===== config.mk =====
export PLATFORM = sky130hd
export DESIGN_NAME = wb_arbiter
export DESIGN_NICKNAME = d
export VERILOG_FILES = /design/src/rtl/wb_arbiter.sv
export SDC_FILE = /design/constraint.sdc
export NUM_CORES = 1
export LEC_CHECK = 0
export BUFFER_PORTS_ARGS = -buffer_cell sky130_fd_sc_hd__buf_2
export CORE_ASPECT_RATIO = 0.6
export CORE_MARGIN = 10
export CORE_UTILIZATION = 45
export CTS_BUF_LIST = sky130_fd_sc_hd__clkbuf_16
export CTS_CLUSTER_SIZE = 24
export DETAILED_ROUTE_END_ITERATION = 8
export PLACE_DENSITY = 0.75
export SLEW_MARGIN = 20
export SYNTH_ARGS = -nofsm -noshare
export SYNTH_HDL_FRONTEND = slang
export SYNTH_SLANG_ARGS = --single-unit

===== constraint.sdc =====
create_clock -name clk -period 3.6 [get_ports clk]
set_input_delay 0.72 -clock clk [delete_from_list [all_inputs] [get_ports clk]]
set_output_delay 0.72 -clock clk [all_outputs]
set_load 0.02 [all_outputs]

===== src/rtl/wb_arbiter.sv =====
`default_nettype none
// ============================================================================
// Module      : wb_arbiter
// Description : Register-file write-back arbiter. ALU results win by default;
//               MAC results queue in an in-order FIFO and are drained when
//               the ALU is idle or has starved the FIFO for STARVE_LIMIT wins.
// Revision    : 1.0 - initial release
// ============================================================================
module wb_arbiter #(
    parameter int NUM_ADDR_BITS = 6,
    parameter int REG_WIDTH     = 32,
    parameter int FIFO_DEPTH    = 4,
    parameter int STARVE_LIMIT  = 3
) (
    input  logic                          clk,
    input  logic                          reset,

    input  logic                          alu_valid,
    output logic                          alu_ready,
    input  logic [NUM_ADDR_BITS-1:0]      alu_addr,
    input  logic [REG_WIDTH-1:0]          alu_data,

    input  logic                          mac_valid,
    output logic                          mac_ready,
    input  logic [NUM_ADDR_BITS-1:0]      mac_addr,
    input  logic [REG_WIDTH-1:0]          mac_data,

    output logic                          writeEnable,
    output logic [NUM_ADDR_BITS-1:0]      wrAddr,
    output logic [REG_WIDTH-1:0]          wrData,
    output logic [$clog2(FIFO_DEPTH):0]   mac_pending
);

    // FIFO_DEPTH must be a power of two (>= 2) so the pointers wrap naturally.
    localparam int c_PTR_W    = $clog2(FIFO_DEPTH);
    localparam int c_CNT_W    = c_PTR_W + 1;
    localparam int c_STARVE_W = $clog2(STARVE_LIMIT + 1);

    localparam logic [c_CNT_W-1:0]    c_FULL       = c_CNT_W'(FIFO_DEPTH);
    localparam logic [c_STARVE_W-1:0] c_STARVE_MAX = c_STARVE_W'(STARVE_LIMIT);

    // ------------------------------------------------------------------------
    // State
    // ------------------------------------------------------------------------
    logic [NUM_ADDR_BITS-1:0] r_fifoAddr [FIFO_DEPTH];
    logic [REG_WIDTH-1:0]     r_fifoData [FIFO_DEPTH];
    logic [c_PTR_W-1:0]       r_wrPtr;
    logic [c_PTR_W-1:0]       r_rdPtr;
    logic [c_CNT_W-1:0]       r_count;
    logic [c_STARVE_W-1:0]    r_starveCnt;

    logic                     r_writeEnable;
    logic [NUM_ADDR_BITS-1:0] r_wrAddr;
    logic [REG_WIDTH-1:0]     r_wrData;

    // ------------------------------------------------------------------------
    // Handshake and selection
    // ------------------------------------------------------------------------
    logic                     w_fifoEmpty;
    logic                     w_fifoFull;
    logic                     w_starved;
    logic                     w_aluReady;
    logic                     w_macReady;
    logic                     w_aluXfer;
    logic                     w_macXfer;
    logic                     w_pop;
    logic [NUM_ADDR_BITS-1:0] w_headAddr;
    logic [REG_WIDTH-1:0]     w_headData;

    always_comb begin
        w_fifoEmpty = (r_count == '0);
        w_fifoFull  = (r_count == c_FULL);
        w_starved   = (r_starveCnt == c_STARVE_MAX) && !w_fifoEmpty;
        // Readiness depends only on registered state and reset, never on valid.
        w_aluReady  = !reset && !w_starved;
        w_macReady  = !reset && !w_fifoFull;
        w_aluXfer   = alu_valid && w_aluReady;
        w_macXfer   = mac_valid && w_macReady;
        // Pop decision uses the pre-push occupancy, so a push into an empty
        // FIFO can only leave on a later edge.
        w_pop       = !reset && !w_aluXfer && !w_fifoEmpty;
        w_headAddr  = r_fifoAddr[r_rdPtr];
        w_headData  = r_fifoData[r_rdPtr];
    end

    assign alu_ready   = w_aluReady;
    assign mac_ready   = w_macReady;
    assign writeEnable = r_writeEnable;
    assign wrAddr      = r_wrAddr;
    assign wrData      = r_wrData;
    assign mac_pending = r_count;

    // ------------------------------------------------------------------------
    // FIFO storage (contents need no reset; pointers and count define validity)
    // ------------------------------------------------------------------------
    always_ff @(posedge clk) begin
        if (w_macXfer) begin
            r_fifoAddr[r_wrPtr] <= mac_addr;
            r_fifoData[r_wrPtr] <= mac_data;
        end
    end

    // ------------------------------------------------------------------------
    // Control, pointers and output register
    // ------------------------------------------------------------------------
    always_ff @(posedge clk) begin
        if (reset) begin
            r_wrPtr       <= '0;
            r_rdPtr       <= '0;
            r_count       <= '0;
            r_starveCnt   <= '0;
            r_writeEnable <= 1'b0;
            r_wrAddr      <= '0;
            r_wrData      <= '0;
        end else begin
            if (w_aluXfer) begin
                r_writeEnable <= (alu_addr != '0);
                r_wrAddr      <= alu_addr;
                r_wrData      <= alu_data;
            end else if (w_pop) begin
                r_writeEnable <= (w_headAddr != '0);
                r_wrAddr      <= w_headAddr;
                r_wrData      <= w_headData;
            end else begin
                r_writeEnable <= 1'b0;
            end

            if (w_pop || w_fifoEmpty) begin
                r_starveCnt <= '0;
            end else if (w_aluXfer && (r_starveCnt != c_STARVE_MAX)) begin
                r_starveCnt <= r_starveCnt + 1'b1;
            end

            if (w_macXfer) begin
                r_wrPtr <= r_wrPtr + 1'b1;
            end
            if (w_pop) begin
                r_rdPtr <= r_rdPtr + 1'b1;
            end

            case ({w_macXfer, w_pop})
                2'b10:   r_count <= r_count + 1'b1;
                2'b01:   r_count <= r_count - 1'b1;
                default: r_count <= r_count;
            endcase
        end
    end

endmodule
`default_nettype wire


* Yosys cells after proc, flatten, opt, wreduce, memory -nomap -nowiden
Memories as Yosys holds them, arrays and structs flattened. A register that Yosys moved wholly into a read port is not among the register bits. Cells that the tools add are included.
Storage, ports and cells: register bits 48, RAM bits 152, logic and storage cells 52, output and inout port bits 44, input bits 80, memories kept 2
Cells by class: reductions and logical operators 20, multiplexer cells 13, $add $sub $neg 5, equality and inequality tests 5
Memory list:
- r_fifoData | depth 4, bits a word 32, read ports 1, clocked after Yosys merged registers in 1, write ports 1, RTL line 46 | logic [REG_WIDTH-1:0] r_fifoData [FIFO_DEPTH];
- r_fifoAddr | depth 4, bits a word 6, read ports 1, clocked after Yosys merged registers in 1, write ports 1, RTL line 45 | logic [NUM_ADDR_BITS-1:0] r_fifoAddr [FIFO_DEPTH];
Operators with widths (count):
- 32-bit two-way mux | 2
- 6-bit two-way mux | 2
- 6-bit nonzero test | 2
- 1-bit logical AND | 8
- 2-bit two-way mux | 4
- 2-bit by 1-bit adder with 2-bit output, second input constant | 3
- 3-bit case mux with 2 select lines | 1
- 1-bit zero test | 5
- 2-bit equality test, second input constant | 2
- 1-bit two-way mux | 4
- 2-bit nonzero test | 2
- 3-bit by 1-bit adder with 3-bit output, second input constant | 1
- 3-bit equality test, second input constant | 1
- 3-bit zero test | 1
- 3-bit by 1-bit subtractor with 3-bit output, second input constant | 1
- 2-bit by 1-bit equality test with 1-bit output, second input constant | 1
- 2-bit inequality test, second input constant | 1
- 2-bit OR reduction | 1
- 1-bit logical OR | 1

* Logic depth before layout (Yosys ltp)
Gate-level depths: netlist of run 1.
depth after elaboration 11, mapped depth 9, depth with buffers taken out 9

* Worst setup path before layout of run 1
No wires, ideal clock.
kind input to register, start input mac_valid, end memory r_fifoAddr[0][0], enable pin, data required time 3.201 ns, stages 3, data arrival time 2.312 ns, buffers on the path 0, library setup time 0.399 ns, path slack 0.889 ns, cells stage by stage inv_1 > a211oi_1 > and2_1
Between the ends: longest elaborated chain between the ends 3
Ends and longest elaborated chain:
- start, declared | RTL line 23 | input logic mac_valid,
- 1-bit logical AND | RTL line 78 | w_macXfer = mac_valid && w_macReady;
- 1-bit two-way mux | RTL line 97 | if (w_macXfer) begin
- 1-bit two-way mux (not written as such) | RTL line 98 | r_fifoAddr[r_wrPtr] <= mac_addr;
- end, declared | RTL line 45
No other way between the ends.

* Final worst setup path of run 1
start register r_count[2], in the netlist mac_pending[2], end output alu_ready
Between the ends: longest elaborated chain between the ends 5
Ends and longest elaborated chain:
- start, declared | RTL line 49 | logic [c_CNT_W-1:0] r_count;
- start signal, assigned | RTL line 142 | 2'b10: r_count <= r_count + 1'b1;
- start signal, assigned | RTL line 143 | 2'b01: r_count <= r_count - 1'b1;
- start signal, assigned | RTL line 144 | default: r_count <= r_count;
- 3-bit zero test | RTL line 71 | w_fifoEmpty = (r_count == '0);
- 1-bit zero test | RTL line 73 | w_starved = (r_starveCnt == c_STARVE_MAX) && !w_fifoEmpty;
- 1-bit logical AND | RTL line 73
- 1-bit zero test | RTL line 75 | w_aluReady = !reset && !w_starved;
- 1-bit logical AND | RTL line 75
- end, declared | RTL line 19 | output logic alu_ready,
No other way between the ends.

==> results.yml, run 1 <==
layout:
  seq_area_um2: 5570
  fillCellCount: 1309
  fin_nets: 688
  drive_above_1_share_pct: 33.7
  syn_to_final_growth_pct: 19.9
  mostFrequentLayoutCell: "edfxtp_1"
  multiInputGateArea_um2: 1970
  final_cell_mix: "152 x edfxtp_1, 123 x buf_2, 78 x nand2_1, 48 x dfxtp_1, 45 x nor2_1"
job:
  max_cap_viol_count: 0
global_routing:
  grt_max_degree: 49
  grt_pass1_wl_um: 27500
  antenna_found_initial: 6
  grt_pass1_vias: 4793
  gr-total-overflow: 0
  grt_use_total_pct: 15.4
critical_path:
  worst_setup_path_start_kind: "flop"
  crit_chain: "or3_2 -> a21oi_1 -> buf_2"
  path_delay_family: "simple AND/OR/NAND/NOR gates"
  rr_worst_depth: 5
  cpMaxStageDelayCell: "or3_2"
  worstPathRequired_ns: 2.88
  slowest_delay_ns: 0.88
  cp_max_fo: 40
  arrival_ns: 2.21
  cp_num_buf_inv: 1
  cp.depth: 3
  worst-setup-path-type: "flop to output port"
  end_kind: "output port"
sta:
  rsz0062_at_grt: "false"
  period_share_pct: 81.4
  fmax_ghz: 0.341
  slew_violations: 0
  tns_ns: 0
  hold_viol_final: 0
  setup_viol: 0
  setup_slack_ns: 0.668
  skew_ns: 0.0114
  max-slew-margin-rel_pct: 43.4
  finalCriticalPeriod_ns: 2.93
  worst_pin_slew_ns: 0.848
yosys:
  synth_area_leaders: "edfxtp_1 59%, dfxtp_1 13%, mux4_2 11%, a311oi_1 4.3%, nand2_1 3.8%"
  synth-seq-cells: 202
  netlist_area_um2: 7680
  synth.top_cell.area_share_pct: 59.4
  seq_area_frac_synth_pct: 72.4
  synth_cell_type_count: 32
  synth_top_area_cell: "edfxtp_1"
  synth_nets: 563
  syn_inst: 476
  syn_area_per_cell_um2: 16.1
  yosys_warnings: 0
clocking:
  postCtsHoldBufs: 0
  ctsRootBufferMaster: "clkbuf_16"
  tritoncts: "yes"
  htree_levels: 1
  post_cts_buffers: 0
  clock_path_buffers: 3
  cts_resized: 0
  cts_sinks: 202
  cts_buffers: 20
  clkTransAtPathRegs_ns: 0.06
  clkLatencyLatePin_ns: 0.49
hold_path:
  hold_depth: 1
  hold_path_class: "flop to flop"
floorplan:
  io_pins: 124
  die_w_um: 189
  placementRows: 36
  die_h_um: 121
  core_area_um2: 16500
  dieArea_um2: 22900
  start_util_pct: 46.6
place:
  dp_slack_ns: 0.709
  hpwl_um: 11700
  place_congestion: 0.739
  port-buffer-count: 123
routing:
  routed_wl_um: 17800
  vias: 4566
  drc: 0
  drtIter0Drc: 405
  viasPerCell: 5.40
  post_drt_wl_per_cell_um: 21.1
  firstDrtPassIters: 5
  drtAntennaViolNets: 0
power:
  p_leak_nw: 3.29
  seq_power_share_pct: 50.3
  peakVddDrop_uv: 282
  pwr-share-comb_pct: 12.1
  p_int_mw: 4.06
  power.density_nw_per_um2: 581
  power_switching_mw: 1.30
  p_clk_share_pct: 37.6
  netSwitchingFraction_pct: 24.2
outcome:
  status: "finished clean"
-- power by group through the flow --
stage / combinational, mW / sequential, mW / clock (mW)
CTS: 0.660 / 2.69 / 2.06
global route: 0.711 / 2.70 / 2.16
global placement: 0.631 / 2.73 / 0
floorplan: 0.333 / 2.80 / 0
finish: 0.648 / 2.69 / 2.01
detailed placement: 0.657 / 2.74 / 0
-- worst register-to-register path, cell delays in order, from the launching register on --
cell	delay [ns]
dfxtp_1	0.45
or3_2	0.73
a21o_2	0.73
buf_12	0.32
nor2_1	0.09
a311oi_1	0.29
-- synth_stat cells (all sizes together) --
library cell,count
mux4,38
fa,1
o21ai,2
clkbuf,19
xnor2,2
nor4,1
o31ai,2
nor2,45
mux2i,1
or3,2
a311oi,38
buf,11
nand2b,2
a21o,1
dfxtp,50
or4,2
xor2,2
a211oi,2
nor3,2
ha,6
inv,8
a21oi,4
edfxtp,152
and2,4
nand2,78
nor4b,1
-- per-stage QoR --
step	util [%]	std cells	hold WS [ns]	area (um2)	total power, mW
5_1_grt	55.9	843	0.429	9210	5.58
3_3_place_gp	52.0	807	0.414	8570	3.36
2_1_floorplan	-	476	0.407	7680	3.13
4_1_cts	55.9	843	0.418	9210	5.41
6_report	55.9	845	0.436	9220	5.35
3_5_place_dp	52.0	807	0.427	8570	3.40
-- routing by layer --
layer  GRT usage [%]  vias up  wire [um]
met3            5.86       33       1680
met5               0        -         57
li1                -     2083          -
met4            3.41        8        259
met2            24.0      183       8130
met1            20.0     2259       7720
-- sequential cells by signal, indices dropped and copies added, names as in the netlist, named ones only --
register / count
wrAddr: 6
wrData: 32
r_wrPtr: 2
r_rdPtr: 2
r_fifoData: 128
writeEnable: 1
r_starveCnt: 2
r_fifoAddr: 24
mac_pending: 3
-- final cells by class --
cell class	instances	area share, %
Clock buffer	21	5.70
Antenna cell	2	0.0543
Clock inverter	15	1.22
Inverter	8	0.326
Timing Repair Buffer	133	7.76
Tap cell	228	3.09
Multi-Input combinational cell	236	21.4
Sequential cell	202	60.4
-- kinds of logic after synthesis --
kind of cell | after synthesis | share of synthesized area [%]
DFF | 202 | 72.4
buffers and inverters | 38 | 2.07
and+or+nand+nor | 137 | 7.23
xor gates and xnor gates | 4 | 0.456
AOI/OAI and AO/OA | 49 | 5.28
muxes | 39 | 11.3
adders and majority gates | 7 | 1.24
-- final timing paths --
| check | start | to | slack, ns |
|---|---|---|---|
| setup / recovery | mac_pending[2] | alu_ready | 0.67 |
| hold / removal | r_starveCnt[0] | r_starveCnt[0] | 0.44 |
| setup reg to reg | mac_pending[2] | wrData[28] | 0.88 |
| hold reg to reg | r_starveCnt[0] | r_starveCnt[0] | 0.44 |
(Power assumes the default switching activity.)
==> inputs of run 2 (changes only) <==
- PLACE_DENSITY: 0.75 -> 0.77
- clock period: 3.6 -> 2.45 ns (I/O delays scaled with it)
==> run 2 against run 1 <==
Against the previous run:
- count of clock-buffer cells in the layout down 2
- flip-flop and latch count unchanged
- via count down 0.48%
- highest routed layer unchanged
- first-iteration DRC count down 21%
- critical endpoint is now mac_pending[2]
- clock skew down 0.0046 ns
- critical path depth up 6
- final cell count up 0.83%
- largest cell class unchanged
==> results.yml, run 2 (synthesized netlist as in run 1, its figures left out) <==
critical_path:
  cpMostUsedCell: "inv_1"
  cpMaxStageDelayCell: "fa_1"
  end_kind: "flop"
  arrival_ns: 2.70
  worstPathRequired_ns: 2.86
  crit_chain: "ha_2 -> inv_1 -> a211oi_2 -> ha_1 -> inv_1 -> fa_1 -> xor2_1 -> or3_1 -> a21oi_1"
  worst-setup-path-type: "flop to flop"
  path_delay_family: "adder cells"
  cp_num_buf_inv: 2
  worst_setup_path_start_kind: "flop"
  cp_max_fo: 5
  slowest_delay_ns: 0.37
layout:
  mostFrequentLayoutCell: "edfxtp_1"
  multiInputGateArea_um2: 1980
  largest_reg_flops: 128
  fin_nets: 698
  syn_to_final_growth_pct: 20.5
  final_cell_mix: "152 x edfxtp_1, 123 x buf_2, 78 x nand2_1, 48 x dfxtp_1, 45 x nor2_1"
  top_register: "r_fifoData"
  seq_area_um2: 5570
  final_core_util_pct: 56.2
  fillCellCount: 1320
  drive_above_1_share_pct: 34.7
power:
  totalPowerFinal_mw: 7.61
  peakVddDrop_uv: 550
  power.density_nw_per_um2: 821
  p_leak_nw: 3.31
global_routing:
  grt_use_total_pct: 15.4
  antenna_found_initial: 3
  grt_pass1_wl_um: 28000
  grt_pass1_vias: 4865
  gr-total-overflow: 0
  grt_max_degree: 47
clocking:
  cts_buffers: 19
  post_cts_buffers: 0
  ctsRootBufferMaster: "clkbuf_16"
  clock_path_buffers: 3
  tritoncts: "yes"
  cts_sinks: 202
  postCtsHoldBufs: 0
  htree_levels: 1
  clkLatencyLatePin_ns: 0.48
  clkTransAtPathRegs_ns: 0.06
sta:
  setup_viol: 0
  skew_ns: 0.00681
  period_share_pct: 93.5
  finalCriticalPeriod_ns: 2.29
  worst_pin_slew_ns: 0.477
  max-slew-margin-rel_pct: 68.2
  tns_ns: 0
  setup_slack_ns: 0.160
  fmax_ghz: 0.437
  hold_viol_final: 0
  rsz0062_at_grt: "false"
  slew_violations: 0
hold_path:
  hold_path_class: "primary input to flop"
floorplan:
  placementRows: 36
  die_h_um: 121
  core_area_um2: 16500
  io_pins: 124
  die_w_um: 189
  start_util_pct: 46.6
  dieArea_um2: 22900
routing:
  vias: 4544
  drc: 0
  firstDrtPassIters: 6
  post_drt_wl_per_cell_um: 20.7
  drtAntennaViolNets: 0
  drtIter0Drc: 319
  viasPerCell: 5.33
  routed_wl_um: 17600
place:
  port-buffer-count: 123
  place_congestion: 0.832
  hpwl_um: 11800
  dp_slack_ns: 0.0867
job:
  max_cap_viol_count: 0
outcome:
  status: "finished clean"
## run 2: final timing paths
path	start	slack, ns	depth (start not counted)	to
worst max-delay path	r_starveCnt[0]	0.16	9	mac_pending[2]
worst min-delay path	mac_data[15]	0.22	1	r_fifoData[0][15]
worst max register to register	r_starveCnt[0]	0.16	9	mac_pending[2]
worst min register to register	r_rdPtr[1]	0.45	1	flop
## run 2: power by group
part | internal (mW) | switching, mW
registers | 3.86 | 0.0832
logic | 0.371 | 0.616
clock network | 1.51 | 1.17
total | 5.74 | 1.87
## run 2: final cells by class
class	count	area share [%]
Clock inverter	14	0.878
Timing Repair Buffer	144	9.02
Sequential cell	202	60.1
Antenna cell	1	0.0270
Inverter	8	0.324
Tap cell	228	3.08
Clock buffer	19	5.13
Multi-Input combinational cell	236	21.4
## run 2: repair_timing
item	CTS	global route
cloned	0	0
resized for setup	1	2
endpoints found under the setup margin	1	1
## run 2: layer usage
layer	wire length [um]	part of all wire [%]	track usage, %	up-vias
met5	8	0.045	0	-
met4	245	1.4	3.11	2
met3	1290	7.3	4.56	25
met2	8010	45	24.0	144
met1	8100	46	21.1	2273
li1	-	-	-	2100
## run 2: stage by stage
| stage | cells | hold slack, ns | instance area (um2) |
|---|---|---|---|
| final | 852 | 0.223 | 9260 |
| after global routing | 851 | 0.205 | 9260 |
| after CTS | 851 | 0.203 | 9250 |
| after detailed placement | 818 | 0.440 | 8690 |
| after global placement | 818 | 0.412 | 8690 |
| after floorplan | 476 | 0.407 | 7690 |
==> inputs of run 3 (changes only) <==
- ABC_AREA: not set -> 1
==> run 3 against run 2 <==
Against the previous run:
- routed wire length grew 22%
- combinational power fell by 19%
- die area increased by 8.2%
- register-to-register slack better by 0.21 ns
- utilization down 1.6 points
- first-iteration DRC count is 79% higher
- non-clock buffer count grew 2
- count of clock-buffer cells in the layout increased by 2
- clock skew up 0.0012 ns
- synthesized area grew 9.5%
- worst hold slack got worse by 0.024 ns
- critical path type is now flop to output port
==> results.yml, run 3 <==
outcome:
  status: "finished clean"
global_routing:
  grt_pass1_vias: 5895
  grt_use_total_pct: 16.9
  grt_pass1_wl_um: 33600
  grt_max_degree: 85
  gr-total-overflow: 0
  antenna_found_initial: 8
routing:
  drtIter0Drc: 572
  post_drt_wl_per_cell_um: 17.9
  dr_wl_met2_um: 9340
  drc: 0
  routed_wl_um: 21600
  drtAntennaViolNets: 0
  viasPerCell: 5.24
  firstDrtPassIters: 5
  routed.top_layer: "met5"
  wl_met3_um: 2300
  vias: 6321
  wl_met1_um: 9610
sta:
  tns_ns: 0
  worst_pin_slew_ns: 0.616
  finalCriticalPeriod_ns: 2.14
  period_share_pct: 87.2
  fmax_ghz: 0.468
  setup_viol: 0
  slew_violations: 0
  rsz0062_at_grt: "false"
  hold_viol_final: 0
  max-slew-margin-rel_pct: 59.0
  skew_ns: 0.00802
place:
  port-buffer-count: 123
  hpwl_um: 14100
  place_congestion: 0.815
  dp.cells: 1166
layout:
  syn_to_final_growth_pct: 18.0
  top_register: "r_fifoData"
  drive_above_1_share_pct: 19.4
  largest_reg_flops: 128
  fin_cells: 1207
  fin_nets: 1035
  mostFrequentLayoutCell: "nand2_1"
  final_cell_mix: "167 x nand2_1, 152 x edfxtp_1, 139 x nor2_1, 123 x buf_2, 68 x inv_1"
clocking:
  tritoncts: "yes"
  ctsRootBufferMaster: "clkbuf_16"
  postCtsHoldBufs: 0
  cts_resized: 0
  htree_levels: 1
  clkTransAtPathRegs_ns: 0.06
  clkLatencyLatePin_ns: 0.49
  cts_buffers: 20
  clock_path_buffers: 3
  cts_sinks: 202
  post_cts_buffers: 0
floorplan:
  die_w_um: 197
  placementRows: 38
  core_area_um2: 18200
  die_h_um: 126
  start_util_pct: 46.2
  io_pins: 124
  dieArea_um2: 24800
yosys:
  synth_common_cells: "167 x nand2_1, 152 x edfxtp_1, 143 x nor2_1"
  synthArstFlopShare_pct: 0
  yosys_warnings: 0
  syn_inst: 830
  synth_area_leaders: "edfxtp_1 54%, dfxtp_1 12%, nand2_1 7.4%, nor2_1 6.4%, o21ai_0 4.0%"
  synth_ff_type: "edfxtp_1"
  synth_top_area_cell: "edfxtp_1"
  yosysMostFrequentCell: "nand2_1"
  synth.top_cell.area_share_pct: 54.2
  synth_nets: 917
  syn_area_per_cell_um2: 10.1
  synth_edf_count: 152
  seq_area_frac_synth_pct: 66.1
  synth-seq-cells: 202
  netlist_area_um2: 8420
  synth_cell_type_count: 24
hold_path:
  min_from: "reset"
  hold_end: "mac_pending[1]"
  hold_depth: 2
  hold_path_class: "primary input to flop"
critical_path:
  arrival_ns: 1.65
  worst-setup-path-type: "flop to output port"
  critPathLaunch: "r_starveCnt[0]"
  worst_setup_path_start_kind: "flop"
  rr_worst_depth: 10
  end_kind: "output port"
  cp_max_fo: 12
  r2r_slack_ns: 0.37
  r2r-end: "mac_pending[2]"
  r2r-start: "r_starveCnt[0]"
  worstPathRequired_ns: 1.96
job:
  max_cap_viol_count: 0
power:
  power.density_nw_per_um2: 760
  peakVddDrop_uv: 548
  p_leak_nw: 4.23
==> run 3: critical path: stages, from the launching register on <==
cell and delay, ns:
dfxtp_1 0.35, ha_1 0.28, nand2_2 0.23, nand2_1 0.11, inv_1 0.04, buf_2 0.15
==> run 3: worst max-delay path by stage <==
stage	end
after CTS	alu_ready
after global routing	mac_pending[2]
after detailed placement	mac_pending[2]
final	alu_ready
after global placement	mac_pending[2]
after floorplan	r_fifoAddr[0][0]
==> run 3: metal layers <==
layer	up-vias	global-route usage [%]
li1	3061	-
met1	2976	24.1
met2	242	25.0
met3	34	5.22
met4	8	3.09
met5	-	0
==> run 3: cell families after synthesis <==
family	count (synthesis)	share of synthesized area, %
simple gates	411	20.5
flops	202	66.1
buf+inv	114	5.90
compound gates	95	6.21
fa+ha+maj	7	1.13
xor+xnor	1	0.104
==> run 3: per-stage QoR <==
stage / util (%) / power [mW] / area [um2] / hold WS, ns / worst slack, ns
2_1_floorplan: - / 4.43 / 8430 / 0.476 / -0.273
3_3_place_gp: 51.1 / 4.72 / 9300 / 0.490 / 0.410
3_5_place_dp: 51.1 / 4.74 / 9300 / 0.501 / 0.417
4_1_cts: 54.5 / 7.60 / 9920 / 0.183 / 0.309
5_1_grt: 54.5 / 7.84 / 9920 / 0.199 / 0.150
6_report: 54.5 / 7.54 / 9930 / 0.199 / 0.314
==> run 3: area by class of cell <==
cell class	count	area [um2]
Fill cell	1583	8280
Sequential cell	202	5570
Multi-Input combinational cell	514	2380
Timing Repair Buffer	146	813
Clock buffer	21	526
Tap cell	240	300
Inverter	64	240
Clock inverter	15	90.1
Antenna cell	5	12.5
==> run 3: power by group <==
| part | internal, mW | switching (mW) |
|---|---|---|
| Clock | 1.65 | 1.22 |
| Combinational | 0.261 | 0.539 |
| Sequential | 3.81 | 0.0578 |
| Total | 5.72 | 1.82 |
